--- config.mk ---
export PLATFORM = sky130hd
export DESIGN_NAME = fb_arbiter
export DESIGN_NICKNAME = d
export VERILOG_FILES = /design/src/rtl/fb_pkg.sv /design/src/rtl/fb_wbuf.sv /design/src/rtl/fb_arbiter.sv
export SDC_FILE = /design/constraint.sdc
export NUM_CORES = 1
export LEC_CHECK = 0
export BUFFER_PORTS_ARGS = -buffer_cell sky130_fd_sc_hd__buf_2
export CAP_MARGIN = 10
export CORE_MARGIN = 10
export CORE_UTILIZATION = 49
export DETAILED_ROUTE_END_ITERATION = 16
export PLACE_DENSITY = 0.78
export SETUP_SLACK_MARGIN = 0.05
export SLEW_MARGIN = 10
export SYNTH_ARGS = -nofsm -noshare
export SYNTH_HDL_FRONTEND = slang
export SYNTH_SLANG_ARGS = --single-unit
--- constraint.sdc ---
create_clock -name clk_i -period 2 [get_ports clk_i]
set_clock_uncertainty 0.2 [all_clocks]
set_input_delay 0.2 -clock clk_i [delete_from_list [all_inputs] [get_ports clk_i]]
set_output_delay 0.2 -clock clk_i [all_outputs]
set_load 0.02 [all_outputs]
--- src/rtl/fb_pkg.sv ---
// Shared types and defaults for the LED frame-buffer arbiter.
// Holds geometry defaults, the pixel word layout, the FSM and grant enums.
// Build option: define DOUBLE_BUF_EN to add a bank bit above the {row,col} address.
package fb_pkg;

    localparam int FB_ROW_W  = 3;   // 8 scan rows
    localparam int FB_COL_W  = 8;   // 32*NUM_PANELS columns
    localparam int FB_DATA_W = 6;   // {r1,g1,b1,r2,g2,b2}

`ifdef DOUBLE_BUF_EN
    localparam int FB_BANK_W = 1;
`else
    localparam int FB_BANK_W = 0;
`endif

    // Upper-half and lower-half colour bits of one scan column.
    typedef struct packed {
        logic r1;
        logic g1;
        logic b1;
        logic r2;
        logic g2;
        logic b2;
    } pixel_t;

    typedef enum logic {
        IDLE,
        CLEAR
    } fsm_e;

    // Owner of the RAM port in the current cycle.
    typedef enum logic [1:0] {
        G_NONE,
        G_RD,
        G_CLR,
        G_WR
    } grant_e;

endpackage

--- src/rtl/fb_wbuf.sv ---
// One-entry host write buffer with valid/ready on the input side.
// Latency: an accepted write can drain from the cycle after acceptance.
// Backpressure: ready drops only while full and the current cycle cannot drain it.
// Ports: in_* = host handshake; drain_ok_i = RAM slot free for the buffered write;
//        out_* = buffered entry presented to the arbiter.
module fb_wbuf #(
    parameter int AW = 11,
    parameter int DW = 6
) (
    input  logic          clk_i,
    input  logic          rst_i,
    input  logic          in_vld_i,
    output logic          in_rdy_o,
    input  logic [AW-1:0] in_addr_i,
    input  logic [DW-1:0] in_data_i,
    input  logic          drain_ok_i,
    output logic          out_vld_o,
    output logic [AW-1:0] out_addr_o,
    output logic [DW-1:0] out_data_o
);

    logic          full_q;
    logic          full_d;
    logic [AW-1:0] addr_q;
    logic [DW-1:0] data_q;
    logic          accept;

    // A draining entry frees the slot in the same cycle, so a new write
    // can be taken while the old one goes to RAM: one write per free cycle.
    assign in_rdy_o = !full_q || drain_ok_i;
    assign accept   = in_vld_i && in_rdy_o;
    assign full_d   = accept || (full_q && !drain_ok_i);

    always_ff @(posedge clk_i or posedge rst_i) begin
        if (rst_i) begin
            full_q <= 1'b0;
            addr_q <= '0;
            data_q <= '0;
        end else begin
            full_q <= full_d;
            if (accept) begin
                addr_q <= in_addr_i;
                data_q <= in_data_i;
            end
        end
    end

    assign out_vld_o  = full_q;
    assign out_addr_o = addr_q;
    assign out_data_o = data_q;

endmodule

--- src/rtl/fb_arbiter.sv ---
// Arbitrates the single-port LED frame RAM: display reads > zero-fill clear > buffered host writes.
// Latency: display read data 2 cycles after rd_req_i, always; RAM control is combinational.
// Backpressure: host wr_ready_o drops only while the 1-entry buffer is full and stalled.
// Build option DOUBLE_BUF_EN: adds a bank bit (ram_addr_o MSB); reads use the display bank,
//   writes/clear use the back bank, swapped at frame_end_i after swap_req_i.
// Ports: rd_* display read; wr_* host write handshake; clr_* zero-fill control;
//        frame_end_i/swap_req_i/swap_done_o bank swap; ram_* single-port RAM interface.
module fb_arbiter
    import fb_pkg::*;
#(
    parameter  int ROW_W   = FB_ROW_W,
    parameter  int COL_W   = FB_COL_W,
    parameter  int DATA_W  = FB_DATA_W,
    localparam int BASE_AW = ROW_W + COL_W,
    localparam int AW      = BASE_AW + FB_BANK_W
) (
    input  logic               clk_i,
    input  logic               rst_i,
    input  logic               rd_req_i,
    input  logic [ROW_W-1:0]   rd_row_i,
    input  logic [COL_W-1:0]   rd_col_i,
    output logic               rd_valid_o,
    output logic [DATA_W-1:0]  rd_data_o,
    input  logic               wr_valid_i,
    output logic               wr_ready_o,
    input  logic [BASE_AW-1:0] wr_addr_i,
    input  logic [DATA_W-1:0]  wr_data_i,
    input  logic               clr_req_i,
    output logic               clr_busy_o,
    input  logic               frame_end_i,
    input  logic               swap_req_i,
    output logic               swap_done_o,
    output logic               ram_en_o,
    output logic               ram_we_o,
    output logic [AW-1:0]      ram_addr_o,
    output logic [DATA_W-1:0]  ram_wdata_o,
    input  logic [DATA_W-1:0]  ram_rdata_i
);

    fsm_e               state_q;
    logic [BASE_AW-1:0] clr_ctr_q;
    logic               clr_busy_q;

    logic               rd_pend_q;
    logic               rd_valid_q;
    logic [DATA_W-1:0]  rd_data_q;

    grant_e             grant;
    logic [BASE_AW-1:0] addr_base;

    logic               wb_vld;
    logic [BASE_AW-1:0] wb_addr;
    logic [DATA_W-1:0]  wb_data;
    logic               drain_ok;

    // ------------------------------------------------------------------
    // Host write buffer: drains in any cycle not taken by a read or clear.
    // ------------------------------------------------------------------
    assign drain_ok = !rd_req_i && (state_q != CLEAR);

    fb_wbuf #(
        .AW (BASE_AW),
        .DW (DATA_W)
    ) u_wbuf (
        .clk_i      (clk_i),
        .rst_i      (rst_i),
        .in_vld_i   (wr_valid_i),
        .in_rdy_o   (wr_ready_o),
        .in_addr_i  (wr_addr_i),
        .in_data_i  (wr_data_i),
        .drain_ok_i (drain_ok),
        .out_vld_o  (wb_vld),
        .out_addr_o (wb_addr),
        .out_data_o (wb_data)
    );

    // ------------------------------------------------------------------
    // Per-cycle arbitration and RAM control.
    // ------------------------------------------------------------------
    always_comb begin
        grant = G_NONE;
        if (rd_req_i) begin
            grant = G_RD;
        end else if (state_q == CLEAR) begin
            grant = G_CLR;
        end else if (wb_vld) begin
            grant = G_WR;
        end
    end

    always_comb begin
        ram_en_o    = 1'b0;
        ram_we_o    = 1'b0;
        addr_base   = '0;
        ram_wdata_o = '0;
        case (grant)
            G_RD: begin
                ram_en_o  = 1'b1;
                addr_base = {rd_row_i, rd_col_i};
            end
            G_CLR: begin
                ram_en_o  = 1'b1;
                ram_we_o  = 1'b1;
                addr_base = clr_ctr_q;
            end
            G_WR: begin
                ram_en_o    = 1'b1;
                ram_we_o    = 1'b1;
                addr_base   = wb_addr;
                ram_wdata_o = wb_data;
            end
            default: ;
        endcase
    end

    // ------------------------------------------------------------------
    // Clear engine: one zero write per cycle not taken by a display read.
    // ------------------------------------------------------------------
    always_ff @(posedge clk_i or posedge rst_i) begin
        if (rst_i) begin
            state_q    <= IDLE;
            clr_ctr_q  <= '0;
            clr_busy_q <= 1'b0;
        end else begin
            case (state_q)
                IDLE: begin
                    if (clr_req_i) begin
                        state_q    <= CLEAR;
                        clr_ctr_q  <= '0;
                        clr_busy_q <= 1'b1;
                    end
                end
                CLEAR: begin
                    // clr_req_i is deliberately ignored here.
                    if (grant == G_CLR) begin
                        if (clr_ctr_q == {BASE_AW{1'b1}}) begin
                            state_q    <= IDLE;
                            clr_busy_q <= 1'b0;
                        end else begin
                            clr_ctr_q <= clr_ctr_q + 1'b1;
                        end
                    end
                end
                default: begin
                    state_q    <= IDLE;
                    clr_busy_q <= 1'b0;
                end
            endcase
        end
    end

    assign clr_busy_o = clr_busy_q;

    // ------------------------------------------------------------------
    // Read return: RAM data appears the cycle after the access and is
    // registered once more, giving a fixed 2-cycle latency.
    // ------------------------------------------------------------------
    always_ff @(posedge clk_i or posedge rst_i) begin
        if (rst_i) begin
            rd_pend_q  <= 1'b0;
            rd_valid_q <= 1'b0;
            rd_data_q  <= '0;
        end else begin
            rd_pend_q  <= rd_req_i;
            rd_valid_q <= rd_pend_q;
            if (rd_pend_q) begin
                rd_data_q <= ram_rdata_i;
            end
        end
    end

    assign rd_valid_o = rd_valid_q;
    assign rd_data_o  = rd_data_q;

    // The scan sequencer never issues reads in back-to-back cycles.
    rd_spacing_a: assert property (@(posedge clk_i) disable iff (rst_i)
                                   rd_req_i |-> !rd_pend_q);

    // ------------------------------------------------------------------
    // Bank selection and swap.
    // ------------------------------------------------------------------
`ifdef DOUBLE_BUF_EN
    logic disp_bank_q;
    logic swap_pend_q;
    logic swap_done_q;
    logic swap_fire;
    logic bank_sel;

    // Swap only with the buffer empty so a queued write cannot land in
    // the bank that has just become visible.
    assign swap_fire = frame_end_i && swap_pend_q && !wb_vld;

    always_ff @(posedge clk_i or posedge rst_i) begin
        if (rst_i) begin
            disp_bank_q <= 1'b0;
            swap_pend_q <= 1'b0;
            swap_done_q <= 1'b0;
        end else begin
            swap_done_q <= swap_fire;
            if (swap_fire) begin
                disp_bank_q <= ~disp_bank_q;
                swap_pend_q <= swap_req_i;
            end else if (swap_req_i) begin
                swap_pend_q <= 1'b1;
            end
        end
    end

    assign bank_sel    = (grant == G_RD) ? disp_bank_q : ~disp_bank_q;
    assign ram_addr_o  = {bank_sel, addr_base};
    assign swap_done_o = swap_done_q;
`else
    logic unused_swap_in;
    assign unused_swap_in = frame_end_i ^ swap_req_i;
    assign ram_addr_o     = addr_base;
    assign swap_done_o    = 1'b0;
`endif

endmodule
==> flow_metrics.py, run 1 <==
metrics = {
    "logic_synthesis": {
        "synth_cell_types": 36,
        "yosysWarnings": 0,
        "yosys_register_bits": 39,
        "yosysTopAreaCellShare_pct": 49.6,
        "syn_nets": 229,
        "synth_top_cell_by_area": "dfrtp_1",
        "synth_area_leaders": "dfrtp_1 (50%), mux2_2 (13%), nand3_1 (5.1%)",
        "synth-seq-area-share_pct": 49.6,
        "netlist_area_um2": 1970,
        "avgSynthCellArea_um2": 10.5,
        "synth_cells": 187,
    },
    "power": {
        "switchingPower_mw": 0.802,
        "p_total_mw": 2.51,
        "p_seq_share_pct": 46.8,
        "peakVddDrop_uv": 685,
        "netSwitchingFraction_pct": 32.0,
        "pwr-share-clk_pct": 24.1,
        "power_density_nw_per_um2": 861,
        "p_leak_nw": 1.39,
        "pwr-share-comb_pct": 29.1,
        "power.internal_mw": 1.70,
    },
    "cells_and_area": {
        "diodes": 0,
        "area_delta_synth_final_pct": 47.9,
        "layout.cells.most_common": "buf_2",
        "layout-drive-gt1-share_pct": 48.3,
        "final_area_um2": 2910,
        "layout.nets": 331,
        "fill_cells": 235,
        "final_cells": 338,
        "layout_common_cells": "buf_2 (54), dfrtp_1 (38), dlygate4sd3_1 (27)",
        "final_core_util_pct": 77.2,
    },
    "global_route": {
        "grt_pass1_vias": 1845,
        "grt_use_total_pct": 15.8,
        "grt_max_degree": 40,
        "antenna_found_initial": 0,
        "grt_pass1_wl_um": 9120,
        "grt-ovfl-total": 0,
    },
    "worst_setup_path": {
        "cp.required_ns": 1.60,
        "r2r-start": "clr_ctr_q[1]",
        "rrSetupSlack_ns": 0.17,
        "worst_setup_path_start_kind": "flop",
        "end_kind": "output pin",
        "worstPathMaxFanout": 5,
        "path_class": "flop to output pin",
        "crit_arrival_ns": 1.54,
        "regToRegEndpoint": "clr_ctr_q[7]",
        "r2r.worst_path.cells": 6,
    },
    "clock_tree": {
        "cts_sinks": 39,
        "cts_max_level": 2,
        "clk_pin_slew_worst_paths_ns": 0.08,
        "cts_tree": "done",
        "ctsRootBufferMaster": "clkbuf_8",
        "cts_buffer_depth": 2,
        "clk_latency_ns": 0.30,
        "cts_made_buffers": 5,
    },
    "floorplan": {
        "core_area_um2": 3770,
        "die_area_um2": 6950,
        "die_w_um": 83.4,
        "io_pins": 70,
        "die_h_um": 83.4,
        "initial_core_util_pct": 52.2,
        "fp-row-count": 22,
    },
    "hold_path": {
        "worst_hold_startpoint": "rd_req_i",
        "holdPathEnd": "u_wbuf.out_vld_o",
        "holdCritPathClass": "input port to flop",
        "min_path_cells": 3,
    },
    "route": {
        "vias_per_cell": 5.47,
        "routedWlPerCell_um": 17.7,
        "final_antenna_net_count": 0,
        "vias": 1850,
        "drtIter0Drc": 107,
        "wl_um": 5980,
        "drc": 0,
        "dr.pass1.iters": 4,
    },
    "timing": {
        "fin_crit_sh_pct": 96.9,
        "min_period_ns": 1.94,
        "grt_setup_unrepaired": "true",
        "setup_violations": 0,
        "setup_tns_ns": 0,
        "slew_viol_final": 0,
        "max_freq_mhz": 516,
        "final-hold-violation-count": 0,
    },
    "run_status": {
        "outcome": "finished, final reports clean",
    },
    "placement": {
        "dp_cells": 298,
        "post_dp_cell_area_um2": 2370,
        "post-dp-hpwl_um": 3660,
        "place.gp.congestion": 0.826,
        "port_buffers": 66,
    },
    "job": {
        "max-cap-violations": 0,
    },
}
==> final cells by class <==
class                           instances  area [µm²]  share of cell area, %
Clock buffer                            7        96.3                   3.31
Tap cell                               48        60.1                   2.06
Multi-Input combinational cell        134         980                   33.6
Inverter                                1        3.75                  0.129
Timing Repair Buffer                  108         788                   27.1
Clock inverter                          1        7.51                  0.258
Sequential cell                        39         977                   33.5
==> power by group through the flow <==
| stage | Combinational (mW) | Sequential [mW] | Clock, mW |
|---|---|---|---|
| finish | 0.730 | 1.17 | 0.604 |
| floorplan | 0.406 | 1.14 | 0 |
| detailed placement | 0.596 | 1.16 | 0 |
| global route | 0.802 | 1.20 | 0.638 |
| global placement | 0.577 | 1.15 | 0 |
| CTS | 0.669 | 1.15 | 0.601 |
==> cells by family after synthesis <==
group | after synthesis | synth area share, %
compound gates | 30 | 10.6
xor+xnor | 1 | 0.445
fa+ha+maj | 1 | 0.635
buf+inv | 14 | 3.94
flops | 39 | 49.6
mux | 25 | 14.2
other cells | 1 | 0.190
simple gates | 76 | 20.5
==> registers in the layout, summed over array words and instances (netlist names) <==
register and cells:
u_wbuf.out_data_o 6, state_q 1, u_wbuf.out_vld_o 1, rd_valid_o 1
rd_data_o 6, clr_busy_o 1, clr_ctr_q 11, rd_pend_q 1
u_wbuf.out_addr_o 11
==> routing by layer <==
layer | vias to the layer above | routed length (µm) | track usage, % | share of wire (%)
met4 | 0 | 125 | 6.00 | 2.1
met3 | 12 | 344 | 4.20 | 5.8
met1 | 908 | 2330 | 17.7 | 39
li1 | 874 | - | - | -
met2 | 56 | 3180 | 27.9 | 53
met5 | - | 0 | 0 | 0
==> synth_stat cells <==
| library cell | instances |
|---|---|
| a21oi_1 | 2 |
| a21oi_2 | 1 |
| a22oi_1 | 9 |
| and3_1 | 7 |
| and3_2 | 1 |
| and4_2 | 1 |
| buf_2 | 4 |
| buf_4 | 1 |
| buf_6 | 2 |
| clkbuf_1 | 5 |
| clkbuf_2 | 1 |
| conb_1 | 1 |
| dfrtp_1 | 39 |
| ha_1 | 1 |
| inv_1 | 1 |
| mux2_2 | 23 |
| mux2i_1 | 2 |
| nand2_1 | 23 |
| nand2_2 | 2 |
| nand2b_1 | 3 |
| nand3_1 | 20 |
| nand3_2 | 2 |
| nand4_1 | 3 |
| nor2_1 | 6 |
| nor2b_1 | 1 |
| nor2b_2 | 1 |
| o21ai_0 | 13 |
| o21ai_2 | 1 |
| o311ai_0 | 1 |
| o31a_2 | 1 |
| o31ai_4 | 1 |
| o41ai_1 | 1 |
| or3_1 | 1 |
| or3_2 | 4 |
| or4_4 | 1 |
| xor2_1 | 1 |
==> how the worst max path moves through the flow <==
stage | start | endpoint | slack, ns
2_1_floorplan | state_q | ram_addr_o[10] | 0.26
3_3_place_gp | clr_ctr_q[1] | clr_ctr_q[8] | 0.17
3_5_place_dp | clr_ctr_q[1] | clr_ctr_q[7] | 0.15
4_1_cts | state_q | ram_addr_o[7] | 0.05
5_1_grt | state_q | ram_addr_o[7] | -0.03
6_report | state_q | ram_addr_o[9] | 0.06
==> through the flow <==
step,setup WS [ns],hold WS (ns)
final,0.0626,0.0759
after global routing,-0.0306,0.110
after CTS,0.0481,-0.0953
after detailed placement,0.146,0.144
after global placement,0.169,0.142
after floorplan,0.262,0.0314
==> worst max-delay path: stages, from the launching register on <==
cell and delay, ns:
dfrtp_1 0.43, buf_12 0.15, buf_4 0.15, nor2_4 0.11
a21oi_2 0.05, o21ai_1 0.17, buf_4 0.18
==> repair_timing <==
item	in CTS	in global routing
endpoints found under the setup margin	9	25
setup buffers	3	0
pin swaps	0	11
gates cloned	2	0
endpoints found under the hold margin	65	1
gates resized for setup	11	32
hold buffers	26	1
Power figures use the tool's default switching activity.
==> run 2: changes to the inputs <==
- ABC_AREA: unset -> 1
==> flow_metrics.py, run 2 <==
metrics = {
    "run_status": {
        "outcome": "finished, final reports clean",
    },
    "worst_setup_path": {
        "rrSetupSlack_ns": 0.24,
        "cp.required_ns": 1.60,
        "worst_setup_path_start_kind": "flop",
        "worstPathMaxFanout": 13,
        "r2r-start": "clr_ctr_q[0]",
        "path_class": "flop to output pin",
        "crit_arrival_ns": 1.47,
        "end_kind": "output pin",
        "r2r.worst_path.cells": 8,
        "regToRegEndpoint": "clr_ctr_q[5]",
    },
    "power": {
        "p_total_mw": 2.23,
        "p_leak_nw": 1.45,
        "peakVddDrop_uv": 539,
        "power_density_nw_per_um2": 804,
    },
    "route": {
        "vias": 2022,
        "routedWlPerCell_um": 14.5,
        "vias_per_cell": 5.07,
        "wl_um": 5770,
        "dr.pass1.iters": 4,
        "drtIter0Drc": 172,
        "final_antenna_net_count": 0,
        "drc": 0,
    },
    "cells_and_area": {
        "layout.nets": 390,
        "area_delta_synth_final_pct": 39.9,
        "final_area_um2": 2780,
        "diodes": 0,
        "layout.cells.most_common": "nand2_1",
        "layout_common_cells": "nand2_1 (89), buf_2 (66), dfrtp_1 (38)",
        "layout-drive-gt1-share_pct": 28.1,
        "final_cells": 399,
    },
    "floorplan": {
        "die_h_um": 83.7,
        "fp-row-count": 23,
        "io_pins": 70,
        "initial_core_util_pct": 50.0,
        "die_area_um2": 7000,
        "die_w_um": 83.7,
        "core_area_um2": 3970,
    },
    "logic_synthesis": {
        "yosys_register_bits": 39,
        "synthFlopType": "dfrtp_1",
        "synth_area_leaders": "dfrtp_1 (49%), nand2_1 (17%), nand3_1 (9.3%)",
        "yosysWarnings": 0,
        "async_flop_share_pct": 100,
        "syn_nets": 296,
        "yosysMostFrequentCell": "nand2_1",
        "synth_top_cell_by_area": "dfrtp_1",
        "synth-seq-area-share_pct": 49.1,
        "ys_top_cells_by_count": "nand2_1 (90), dfrtp_1 (39), nand3_1 (37)",
        "yosysTopAreaCellShare_pct": 49.1,
        "netlist_area_um2": 1990,
        "synth_edf_count": 0,
        "avgSynthCellArea_um2": 7.82,
        "synth_cells": 254,
        "synth_cell_types": 25,
    },
    "clock_tree": {
        "cts_sinks": 39,
        "clk_latency_ns": 0.30,
        "cts_buffer_depth": 2,
        "clk_pin_slew_worst_paths_ns": 0.08,
        "cts_tree": "done",
        "cts_made_buffers": 5,
        "ctsRootBufferMaster": "clkbuf_8",
        "cts_max_level": 2,
    },
    "placement": {
        "port_buffers": 66,
        "place.gp.congestion": 0.818,
        "post_dp_cell_area_um2": 2360,
        "dp_cells": 364,
        "post-dp-hpwl_um": 3860,
    },
    "global_route": {
        "grt_use_total_pct": 16.7,
        "antenna_found_initial": 0,
        "grt-ovfl-total": 0,
        "grt_pass1_vias": 2008,
        "grt_pass1_wl_um": 9760,
        "grt_max_degree": 40,
    },
    "timing": {
        "grt_setup_unrepaired": "false",
        "setup_violations": 0,
        "final-hold-violation-count": 0,
        "setup_tns_ns": 0,
        "slew_viol_final": 0,
        "fin_crit_sh_pct": 93.5,
        "min_period_ns": 1.87,
        "max_freq_mhz": 535,
    },
    "job": {
        "max-cap-violations": 0,
    },
    "hold_path": {
        "worst_hold_startpoint": "wr_valid_i",
        "holdPathEnd": "u_wbuf.out_vld_o",
        "holdCritPathClass": "input port to flop",
        "min_path_cells": 3,
    },
}
run 2: cell count changes after synthesis, sizes merged, moves of 3 or more:
cell,delta
nand2,+66
nor2,+20
inv,+17
mux2,-17
nand3,+17
a22oi,-9
and3,-8
o21ai,-8
a21oi,+7
or3,-5
nand2b,-3
nand4,-3
run 2: metrics by stage:
stage          hold slack, ns  utilization (%)  setup slack, ns
2_1_floorplan          0.0314                -            0.475
3_3_place_gp            0.136             59.3            0.284
3_5_place_dp            0.144             59.3            0.263
4_1_cts                0.0365             69.3           0.0704
5_1_grt                0.0437             70.0           0.0614
6_report               0.0525             70.0            0.129
run 2: logic make-up (layout without fill, tap and decap cells):
| group | after synthesis | in the layout | share of synthesized area [%] |
|---|---|---|---|
| AOI/OAI and AO/OA | 16 | 16 | 4.22 |
| xor gates and xnor gates | 2 | 2 | 0.882 |
| adders and majority gates | 1 | 1 | 0.630 |
| buffers and inverters | 30 | 125 | 6.80 |
| DFF | 39 | 39 | 49.1 |
| muxes | 6 | 6 | 3.40 |
| other | 1 | 1 | 0.189 |
| and+or+nand+nor | 159 | 159 | 34.7 |
run 2: per-layer routing:
layer	GRT usage (%)	up-vias	wire (µm)
met4	7.31	0	113
met3	5.66	8	523
met5	0	-	0
li1	-	993	-
met1	20.2	937	2390
met2	26.3	84	2750
run 2: final cells by class:
type	count	area (µm²)
clock buffers	6	72.6
clock inverters	2	60.1
fillers	320	1190
inverters	18	76.3
multi-input cells	185	890
flip-flops and latches	39	977
well taps	50	62.6
repair buffers	98	633
repair inverters	1	7.51
run 2: worst max path at each step:
stage | start | end | slack (ns) | cells past startpoint
after global placement | clr_ctr_q[0] | clr_ctr_q[5] | 0.28 | 8
after detailed placement | state_q | ram_addr_o[8] | 0.26 | 6
after floorplan | state_q | ram_addr_o[0] | 0.47 | 6
after global routing | state_q | ram_addr_o[8] | 0.06 | 6
final | state_q | wr_ready_o | 0.13 | 4
after CTS | state_q | ram_addr_o[8] | 0.07 | 6
run 2: what timing repair did:
action / in CTS / in global routing
gates cloned: 0 / 1
hold buffers: 25 / 0
resized for setup: 4 / 4
setup buffers: 0 / 1
setup endpoints to repair: 11 / 12
endpoints found under the hold margin: 64 / 0
run 2: worst max-delay path, stage by stage, from the launching register on:
cell	delay (ns)
dfrtp_2	0.46
buf_4	0.15
o21ai_2	0.15
buf_4	0.21
buf_2	0.19
run 2: where the power goes:
group          internal [mW]  leakage [nW]  switching (mW)
clock network          0.499        0.0654           0.279
logic                  0.198         0.916           0.254
registers              0.906         0.471          0.0979
total                   1.60          1.45           0.631
==> run 3: changes to the inputs <==
- clock period: 2 -> 2.1 ns (I/O delays scaled with it)
==> flow_metrics.py, run 3 (synthesized netlist as in run 2, its figures left out) <==
metrics = {
    "clock_tree": {
        "cts_buffer_depth": 2,
        "cts_made_buffers": 5,
        "cts_sinks": 39,
        "cts_max_level": 2,
        "clk_pin_slew_worst_paths_ns": 0.07,
        "cts_tree": "done",
        "ctsRootBufferMaster": "clkbuf_8",
        "clk_latency_ns": 0.29,
    },
    "global_route": {
        "grt_max_degree": 40,
        "grt_use_total_pct": 15.7,
        "antenna_found_initial": 0,
        "grt-ovfl-total": 0,
        "grt_pass1_wl_um": 9340,
        "grt_pass1_vias": 1981,
    },
    "placement": {
        "port_buffers": 66,
        "place.gp.congestion": 0.824,
        "place_ws_ns": 0.283,
        "dp_cells": 363,
        "post-dp-hpwl_um": 3750,
    },
    "route": {
        "drc": 0,
        "drtIter0Drc": 139,
        "wl_um": 5640,
        "vias_per_cell": 4.95,
        "vias": 1959,
        "dr.pass1.iters": 5,
        "final_antenna_net_count": 0,
        "routedWlPerCell_um": 14.3,
    },
    "power": {
        "power_density_nw_per_um2": 772,
        "netSwitchingFraction_pct": 28.1,
        "p_seq_share_pct": 45.2,
        "pwr-share-clk_pct": 34.7,
        "power.internal_mw": 1.53,
        "switchingPower_mw": 0.596,
        "p_leak_nw": 1.45,
        "peakVddDrop_uv": 484,
        "pwr-share-comb_pct": 20.1,
    },
    "worst_setup_path": {
        "cp.required_ns": 1.69,
        "worstPathMaxFanout": 8,
        "path_class": "flop to output pin",
        "end_kind": "output pin",
        "crit_arrival_ns": 1.51,
        "worst_setup_path_start_kind": "flop",
    },
    "timing": {
        "final-hold-violation-count": 0,
        "fin_ws_ns": 0.185,
        "grt_setup_unrepaired": "false",
        "max_freq_mhz": 522,
        "setup_violations": 0,
        "slew_viol_final": 0,
        "setup_tns_ns": 0,
        "fin_crit_sh_pct": 91.2,
        "min_period_ns": 1.92,
    },
    "cells_and_area": {
        "layout_common_cells": "nand2_1 (90), buf_2 (66), dfrtp_1 (39)",
        "layout.nets": 387,
        "layout.cells.most_common": "nand2_1",
        "multi_input_area_um2": 887,
        "diodes": 0,
        "final_cells": 396,
        "final_core_util_pct": 69.2,
        "layout-drive-gt1-share_pct": 26.9,
        "fill_cells": 308,
        "area_delta_synth_final_pct": 38.4,
        "area.sequential_um2": 976,
    },
    "floorplan": {
        "fp-row-count": 23,
        "die_area_um2": 7000,
        "initial_core_util_pct": 50.0,
        "die_w_um": 83.7,
        "die_h_um": 83.7,
        "io_pins": 70,
        "core_area_um2": 3970,
    },
    "hold_path": {
        "holdCritPathClass": "input port to flop",
    },
    "run_status": {
        "outcome": "finished, final reports clean",
    },
    "job": {
        "max-cap-violations": 0,
    },
}
==> run 3: critical path: stages (launching register included) <==
cell and delay [ns]:
dfrtp_1 0.46, inv_4 0.10, nor2_4 0.19, buf_4 0.17
nand2_1 0.05, nand3_1 0.08, buf_2 0.16
==> run 3: area by class of cell <==
cell class	count	share of cell area, %
clock buffers	6	2.64
inverters	18	2.64
flip-flops and latches	39	35.5
repair buffers	96	22.5
multi-input cells	185	32.3
well taps	50	2.28
clock inverters	2	2.18
==> run 3: per-stage QoR <==
step	power (mW)	instance area (µm²)	hold slack (ns)
finish	2.12	2750	0.0343
global route	2.23	2750	0.0306
CTS	2.12	2730	0.0137
detailed placement	1.36	2350	0.156
global placement	1.34	2350	0.150
floorplan	1.22	1990	0.0414
==> run 3: worst paths after layout <==
kind	startpoint	end	slack [ns]	cells after the start
worst max register to register	clr_ctr_q[0]	clr_ctr_q[7]	0.32	8
min in group asynchronous	rst_i	u_wbuf.out_data_o[0]	0.39	4
worst max-delay path	state_q	ram_addr_o[4]	0.18	6
worst min register to register	u_wbuf.out_addr_o[7]	u_wbuf.out_addr_o[7]	0.29	2
max in group asynchronous	rst_i	u_wbuf.out_addr_o[6]	0.97	4
worst min-delay path	rd_req_i	rd_pend_q	0.03	1
==> run 3: layer usage <==
layer	vias to the layer above	GRT usage, %	routed length, µm
met5	-	0	0
met4	0	5.78	124
met3	11	4.69	344
met2	69	25.6	2720
met1	894	19.0	2460
li1	985	-	-
==> run 3: power by group through the flow <==
stage / sequential, mW / clock, mW / combinational (mW)
5_1_grt: 0.974 / 0.778 / 0.482
6_report: 0.959 / 0.735 / 0.427
4_1_cts: 0.956 / 0.742 / 0.426
2_1_floorplan: 0.952 / 0 / 0.269
3_5_place_dp: 0.969 / 0 / 0.386
3_3_place_gp: 0.964 / 0 / 0.375
==> run 3: timing repair <==
item                                    in CTS  in global routing
endpoints found under the hold margin       63                  0
endpoints found under the setup margin      11                 11
buffers inserted                             0                  0
gates resized for setup                      1                  4
hold buffers                                25                  0
gates cloned                                 0                  0
